<file path="src/rtl/ssd_sequence_checker_pkg.sv">
// Shared definitions for the seven-segment sequence checker: symbol codes,
// display mode code, FSM states and the LFSR feedback mask.
package ssd_sequence_checker_pkg;

    localparam logic [3:0] SYM_0 = 4'b1110;
    localparam logic [3:0] SYM_1 = 4'b1101;
    localparam logic [3:0] SYM_2 = 4'b1011;
    localparam logic [3:0] SYM_3 = 4'b0111;

    localparam logic [7:0]  DEF_MODE_CODE = 8'h10;
    localparam logic [15:0] LFSR_MASK     = 16'hB400;

    typedef enum logic [1:0] {
        IDLE,
        SHOW,
        ENTRY,
        JUDGE
    } state_t;

    // One-hot-low symbol for a 2-bit selector.
    function automatic logic [3:0] symbol(input logic [1:0] sel);
        logic [3:0] sym;
        case (sel)
            2'd0:    sym = SYM_0;
            2'd1:    sym = SYM_1;
            2'd2:    sym = SYM_2;
            default: sym = SYM_3;
        endcase
        return sym;
    endfunction

endpackage

</file>
<file path="src/rtl/seq_lfsr16.sv">
// Free-running 16-bit Galois LFSR (right-shifting) used as the round
// sequence source.
module seq_lfsr16
    import ssd_sequence_checker_pkg::*;
#(
    parameter logic [15:0] SEED = 16'hACE1
) (
    input  logic        clk,
    input  logic        reset,
    output logic [15:0] q
);

    logic [15:0] q_next;

    always_comb begin
        q_next = {1'b0, q[15:1]} ^ (q[0] ? LFSR_MASK : 16'h0000);
    end

    // NOTE: sequential state is written only with non-blocking assignments.
    always_ff @(posedge clk or posedge reset) begin
        if (reset) begin
            q <= SEED;
        end else if (q_next == 16'h0000) begin
            q <= SEED;  // lock-up guard: never hold the all-zero state
        end else begin
            q <= q_next;
        end
    end

endmodule

</file>
<file path="config.mk">
export PLATFORM = sky130hd
export DESIGN_NAME = seq_lfsr16
export DESIGN_NICKNAME = d
export VERILOG_FILES = /design/src/rtl/ssd_sequence_checker_pkg.sv /design/src/rtl/seq_lfsr16.sv
export SDC_FILE = /design/constraint.sdc
export NUM_CORES = 1
export LEC_CHECK = 0
export ABC_AREA = 1
export ABC_CLOCK_PERIOD_IN_PS = 1000
export CORE_MARGIN = 3
export CORE_UTILIZATION = 40
export DETAILED_ROUTE_END_ITERATION = 8
export HOLD_SLACK_MARGIN = 0.03
export PLACE_DENSITY = 0.82
export SETUP_SLACK_MARGIN = 0.4
export SLEW_MARGIN = 20
export SYNTH_ARGS = -nofsm -noshare
export SYNTH_HDL_FRONTEND = slang
export SYNTH_SLANG_ARGS = --single-unit
</file>
<file path="constraint.sdc">
create_clock -name clk -period 1 [get_ports clk]
set_input_delay 0.2 -clock clk [delete_from_list [all_inputs] [get_ports clk]]
set_output_delay 0.2 -clock clk [all_outputs]
set_load 0.05 [all_outputs]
</file>
==> qor.yml, run 1 <==
std_cell_rows: 13
ys_types: 14
lastStage: "clock tree synthesis"
cts_buffers: 3
initial_utilization_pct: 45.70
gp_congestion: 0.8115
cts_hold_buf: 0
detailedPlacementHpwl_microns: 1304
fp.dieW_microns: 45.75
dp.cells: 108
syn_inst: 65
htreeDepth: 1
synth_seq_area_share_pct: 64.95
avgSynthCellArea_sq_um: 9.721
netlist_area_sq_um: 631.9
post-cts-setup-buffer-count: 11
root_buffer: "clkbuf_4"
cts_resized: 35
synth_nets: 67
ios: 18
outcome: "stopped before the end"
cts_sinks: 16
dieHeight_microns: 45.75
place_ws_ns: -0.2526
place_area_sq_um: 1135
cts_buffer_depth: 2
synth_warnings: 0
first-error: "[ERROR DPL-0033] detailed placement checks failed during check placement."
ys_ff_latch: 16
io_buffers: 17
cells in the mapped netlist:
cell type	instances	area share, %
nand2_2	1	0.99
dfstp_2	8	33
clkbuf_1	6	3.6
nand2_1	12	7.1
dlygate4sd3_1	1	1.6
or2_1	1	0.99
dfrtp_1	8	32
nor2_1	5	3.0
nor2_2	1	0.99
inv_1	11	6.5
nand3_2	1	1.6
nor2_4	1	1.8
inv_2	1	0.59
o21ai_1	8	6.3
kinds of logic after synthesis:
kind of cell | share of synthesized area (%)
AOI/OAI and AO/OA | 6.337
DFF | 64.95
buffers and inverters | 12.28
and+or+nand+nor | 16.44
per-stage QoR:
stage | hold slack (ns) | setup TNS (ns)
detailed placement | 0.4191 | -1.804
floorplan | 0.1086 | -1.666
global placement | 0.4197 | -1.131
==> run 2: changes to the inputs <==
Settings changed: ABC_CLOCK_PERIOD_IN_PS 1000 to 1300, CORE_AREA from default to 3 3 64 66, CORE_MARGIN 3 to default, CORE_UTILIZATION 40 to default, DIE_AREA from default to 0 0 67 69, HOLD_SLACK_MARGIN 0.03 to default, PLACE_DENSITY 0.82 to default, PLACE_DENSITY_LB_ADDON from default to 0.15, SETUP_SLACK_MARGIN 0.4 to default.
Clock period 1 ns to 1.3 ns, I/O delays scaled along.
==> qor.yml, run 2 <==
final_common_cell: "buf_12"
fp.dieW_microns: 67  # +46%
netlist_area_sq_um: 631.9  # unchanged
drc: 0
ys_types: 14  # unchanged
cts_hold_buf: 0  # unchanged
cp.depth: 1
max_slew_margin_pct: 85.90
clkTransAtPathRegs_ns: 0.06
gp_congestion: 0.8038  # -0.95%
cts_resized: 0  # -100%
cts_tree: "done"
top_regs: "q: 16 flops"
synth-edff-count: 0  # unchanged
wirelength_microns: 1249
dr.pass1.iters: 4
io_buffers: 17  # unchanged
postRouteAntennaNets: 0
critPathTopFamily: "flip-flops"
cp-start-kind: "flop"
root_buffer: "clkbuf_8"
slew_viol_final: 0
slowest_delay_ns: 0.60
fin_crit_sh_pct: 97.33
layout_common_cells: "buf_12 (16), nand2_1 (12), inv_1 (11)"
insertion_delay_ns: 0.25
regMostFlops: "q"
critPathMaxFanout: 6
cts_buffers: 3  # unchanged
synth_warnings: 0  # unchanged
fin_area_sq_um: 1052
cp.required_ns: 1.04
synth_top_area_share_pct: 33.27  # unchanged
final_cells: 128
crit_arrival_ns: 1.01
grt_pass1_wl_microns: 2201
fmax_mhz: 790.4
largest_register_ffs: 16
detailedPlacementHpwl_microns: 966.6  # -26%
nets: 83
hold_violations: 0
cp_slowest_cell: "dfstp_2"
std_cell_rows: 22  # +9
power.leakage_nw: 0.4500
vdd_drop_max_v: 0.0005075
ios: 18  # unchanged
power_density_nw_per_um2: 905.0
core-area_sq_um: 3633
post_drt_via_cell_ratio: 3.438
max_cap_violations: 0
outcome: "completed"
period_minus_slack_ns: 1.265
yosys.area.top_type: "dfstp_2"
reg2regPathDepth: 4
syn_inst: 65  # unchanged
grt_overflow_total: 0
rsz0062_at_grt: "no"
regArea_sq_um: 410.4
critPathCaptureType: "output port"
worst_pin_slew_ns: 0.2115
cts_sinks: 16  # unchanged
worstPathCellList: "buf_12"
place_area_sq_um: 997.2  # -12%
critPathBufInv: 1
finalSetupTns_ns: 0
layout-area-overhead-vs-synth_pct: 66.53
finalPower_uw: 952.3
cts_buffer_depth: 2  # unchanged
antenna_found_initial: 0
htreeDepth: 1  # unchanged
initial_utilization_pct: 17.39  # -28 points
min_path_type: "in -> async"
dp.cells: 124  # +15%
synthTopCellsByArea: "dfstp_2 (33%), dfrtp_1 (32%), nand2_1 (7.1%)"
synth_ff_type: "dfstp_2"
skew_ns: 0.003144
post-cts-setup-buffer-count: 0  # -11
use_met2_pct: 7.969
yosys-top-cells-count: "nand2_1 (12), inv_1 (11), dfrtp_1 (8), dfstp_2 (8), o21ai_1 (8)"
grt_pass1_vias: 462
async_reset_ff_share_pct: 100.0  # unchanged
yosysMostFrequentCell: "nand2_1"
grt_usage_pct: 6.246
finalSetupViolations: 0
dieHeight_microns: 69  # +51%
crit_type: "reg -> out"
synth_seq_area_share_pct: 64.95  # unchanged
grt_max_degree: 17
avgSynthCellArea_sq_um: 9.721  # unchanged
drtIter0Drc: 8
nFillCells: 394
met1_usage_pct: 8.300
diodes: 0
dieArea_sq_um: 4623
ys_ff_latch: 16  # unchanged
multi_input_area_sq_um: 143.9
wl_per_cell_microns: 9.758
grt_use_met3_pct: 4.235
grt_busiest_layer: "met1"
drive_above_1_share_pct: 42.50
num_vias: 440
synth_nets: 67  # unchanged
[run 2: cell families after synthesis]
group | Yosys count | synth area share, %
buffers and inverters | 19 | 12.28
and+or+nand+nor | 22 | 16.44
DFF | 16 | 64.95
AOI/OAI and AO/OA | 8 | 6.337
[run 2: metrics by stage]
step                      utilization, %  worst slack (ns)  hold WS [ns]
after floorplan                        -          0.002675        0.1680
after global placement             27.44            0.1099        0.4205
final                              28.96           0.03475        0.3212
after global routing               28.96          0.009462        0.3853
after CTS                          28.96           0.02511        0.3326
after detailed placement           27.44            0.1161        0.4240
[run 2: power breakdown]
part | internal, mW | total (mW) | switching [mW]
combinational | 0.00484 | 0.0151 | 0.0102
sequential | 0.499 | 0.499 | 0
clock | 0.269 | 0.438 | 0.169
total | 0.773 | 0.952 | 0.180
[run 2: area by class of cell]
cell class	count	share of cell area (%)
Sequential cell	16	39.00
Timing Repair Buffer	18	32.10
Multi-Input combinational cell	30	13.67
Tap cell	48	5.707
Clock buffer	4	5.232
Inverter	12	4.281
[run 2: final timing paths]
kind	from	to	slack (ns)
min in group clk	q[10]	q[9]	0.43
max	q[0]	q[0]	0.03
min	reset	q[12]	0.32
min reg2reg	q[10]	q[9]	0.43
max in group asynchronous	reset	q[0]	0.73
max reg2reg	q[0]	q[13]	0.11
[run 2: metal layers]
layer / vias up / wire [microns]
li1: 222 / -
met1: 199 / 560
met2: 17 / 548
met3: 2 / 133
met4: 0 / 6
met5: - / 0
Note: power is estimated with default switching activity, not from simulation.
==> run 3: changes to the inputs <==
Settings changed: CTS_BUF_LIST from default to sky130_fd_sc_hd__clkbuf_4 sky130_fd_sc_hd__clkbuf_8, GPL_TIMING_DRIVEN from default to 0, HOLD_SLACK_MARGIN from default to 0.15.
==> qor.yml, run 3 (synthesized netlist as in run 2, its figures left out) <==
nFillCells: 431  # +9.4%
antenna_found_initial: 0  # unchanged
final_cells: 134  # +4.7%
grt_max_degree: 17  # unchanged
place_area_sq_um: 862.1  # -14%
cp_slowest_cell: "dfstp_2"
worstPathCellList: "buf_8"
clkTransAtPathRegs_ns: 0.06  # about the same
slowest_delay_ns: 0.60  # about the same
cts_buffer_depth: 2  # unchanged
io_buffers: 17  # unchanged
core-area_sq_um: 3633  # unchanged
place_ws_ns: -0.3478  # -0.4638 ns
dr.pass1.iters: 4  # unchanged
vdd_drop_max_v: 0.0005647  # +11%
outcome: "completed"
initial_utilization_pct: 17.39  # unchanged
p_comb_share_pct: 1.4  # -0.2 points
cts_tree: "done"
std_cell_rows: 22  # unchanged
power_frac_seq_pct: 54.4  # +2.0 points
gp_congestion: 0.6903  # -14%
dp.cells: 130  # +4.8%
power_switching_uw: 178.1  # -0.85%
slew_viol_final: 0  # unchanged
drive_above_1_share_pct: 38.37  # -4.1 points
rsz0062_at_grt: "yes"
finalSetupViolations: 0  # unchanged
ios: 18  # unchanged
post_drt_via_cell_ratio: 3.485  # +1.4%
postRouteAntennaNets: 0  # unchanged
cts_buffers: 3  # unchanged
drtIter0Drc: 7  # -1
finalSetupTns_ns: 0  # unchanged
max_slew_margin_pct: 58.57  # -27 points
diodes: 0  # unchanged
root_buffer: "clkbuf_8"
crit_arrival_ns: 1.01  # about the same
drc: 0  # unchanged
grt_pass1_wl_microns: 2304  # +4.7%
critPathTopFamily: "flip-flops"
cp-start-kind: "flop"
critPathCaptureType: "output port"
grt_pass1_vias: 502  # +8.7%
min_path_type: "in -> async"
num_vias: 467  # +6.1%
crit_type: "reg -> out"
detailedPlacementHpwl_microns: 958  # -0.89%
period_minus_slack_ns: 1.273  # +0.007737 ns
layout_common_cells: "nand2_1 (12), inv_1 (11), o21ai_1 (8), dfstp_2 (8), dfrtp_1 (8)"
cp.required_ns: 1.04  # about the same
hold_violations: 0  # unchanged
nets: 89  # +7.2%
max_cap_violations: 0  # unchanged
critPathMaxFanout: 6  # unchanged
fp.dieW_microns: 67  # unchanged
cts_sinks: 16  # unchanged
grt_usage_pct: 6.349  # +0.10 points
skew_ns: 0.003220  # +0.00007616 ns
clkPwrFrac_pct: 44.3  # -1.7 points
power_density_nw_per_um2: 1019  # +13%
power.leakage_nw: 0.3753  # -17%
setup_slack_ns: 0.02701  # -0.007737 ns
dieHeight_microns: 69  # unchanged
htreeDepth: 1  # unchanged
fin_area_sq_um: 900.9  # -14%
worst_pin_slew_ns: 0.6208  # +0.4093 ns
fmax_mhz: 785.6  # -0.61%
insertion_delay_ns: 0.25  # about the same
largest_register_ffs: 16  # unchanged
fin_crit_sh_pct: 97.92  # +0.60 points
critPathBufInv: 1  # unchanged
dieArea_sq_um: 4623  # unchanged
top_regs: "q: 16 flops"
wirelength_microns: 1308  # +4.7%
grt_overflow_total: 0  # unchanged
wl_per_cell_microns: 9.761  # about the same
intPower_uw: 740.0  # -4.2%
layout-area-overhead-vs-synth_pct: 42.57
regMostFlops: "q"
final_common_cell: "nand2_1"
swShare_pct: 19.40  # +0.54 points
[run 3: worst paths after layout]
kind	startpoint	endpoint	slack, ns	cells after the start
worst max-delay path	q[0]	q[0]	0.03	1
worst min-delay path	reset	q[14]	0.39	2
worst max register to register	q[0]	q[10]	0.13	4
worst min register to register	q[6]	q[5]	0.47	2
max in group asynchronous	reset	q[8]	0.51	2
min in group clk	q[6]	q[5]	0.47	2
[run 3: routing by layer]
layer / part of all wire, % / up-vias / track usage (%)
li1: - / 232 / -
met1: 47 / 219 / 8.215
met2: 46 / 14 / 9.607
met3: 6.4 / 2 / 2.932
met4: 0.54 / 0 / 1.351
met5: 0 / - / 0
[run 3: power groups by stage]
stage	Combinational (mW)	Clock, mW	Sequential [mW]
floorplan	0.00730	0	0.507
global placement	0.0136	0	0.507
detailed placement	0.0136	0	0.507
CTS	0.0136	0.422	0.499
global route	0.0151	0.443	0.499
finish	0.0126	0.406	0.499
[run 3: layout make-up]
| cell class | instances | area [sq um] | area share, % |
|---|---|---|---|
| Buffer | 7 | 32.53 | 3.611 |
| Clock buffer | 4 | 48.80 | 5.417 |
| Inverter | 12 | 45.04 | 5.000 |
| Multi-Input combinational cell | 30 | 151.4 | 16.81 |
| Sequential cell | 16 | 410.4 | 45.56 |
| Tap cell | 48 | 60.06 | 6.667 |
| Timing Repair Buffer | 17 | 152.6 | 16.94 |
[run 3: worst register-to-register path: stages (launching register included)]
cell and delay [ns]:
dfstp_2 0.60, nand2_1 0.07, nand2_1 0.13, nand3_4 0.13, o21ai_1 0.17
[run 3: per-stage QoR]
step                util (%)  total power [mW]  hold slack (ns)
finish                 24.79            0.9182           0.3858
global route           24.79            0.9574           0.4450
CTS                    24.90            0.9344           0.4098
detailed placement     23.73            0.5210           0.4687
global placement       23.73            0.5210           0.4636
floorplan                  -            0.5147           0.1680
[run 3: repair_timing]
item / in CTS / in global routing
gates resized for setup: 73 / 8
cloned: 0 / 0
setup buffers: 0 / 0
hold buffers: 0 / 0
setup endpoints to repair: 16 / 8
==> run 4: changes to the inputs <==
Settings changed: HOLD_SLACK_MARGIN 0.15 to default.
==> results of run 4 <==
Same layout as run 3: the final DEF is identical, and so are final timing and power.
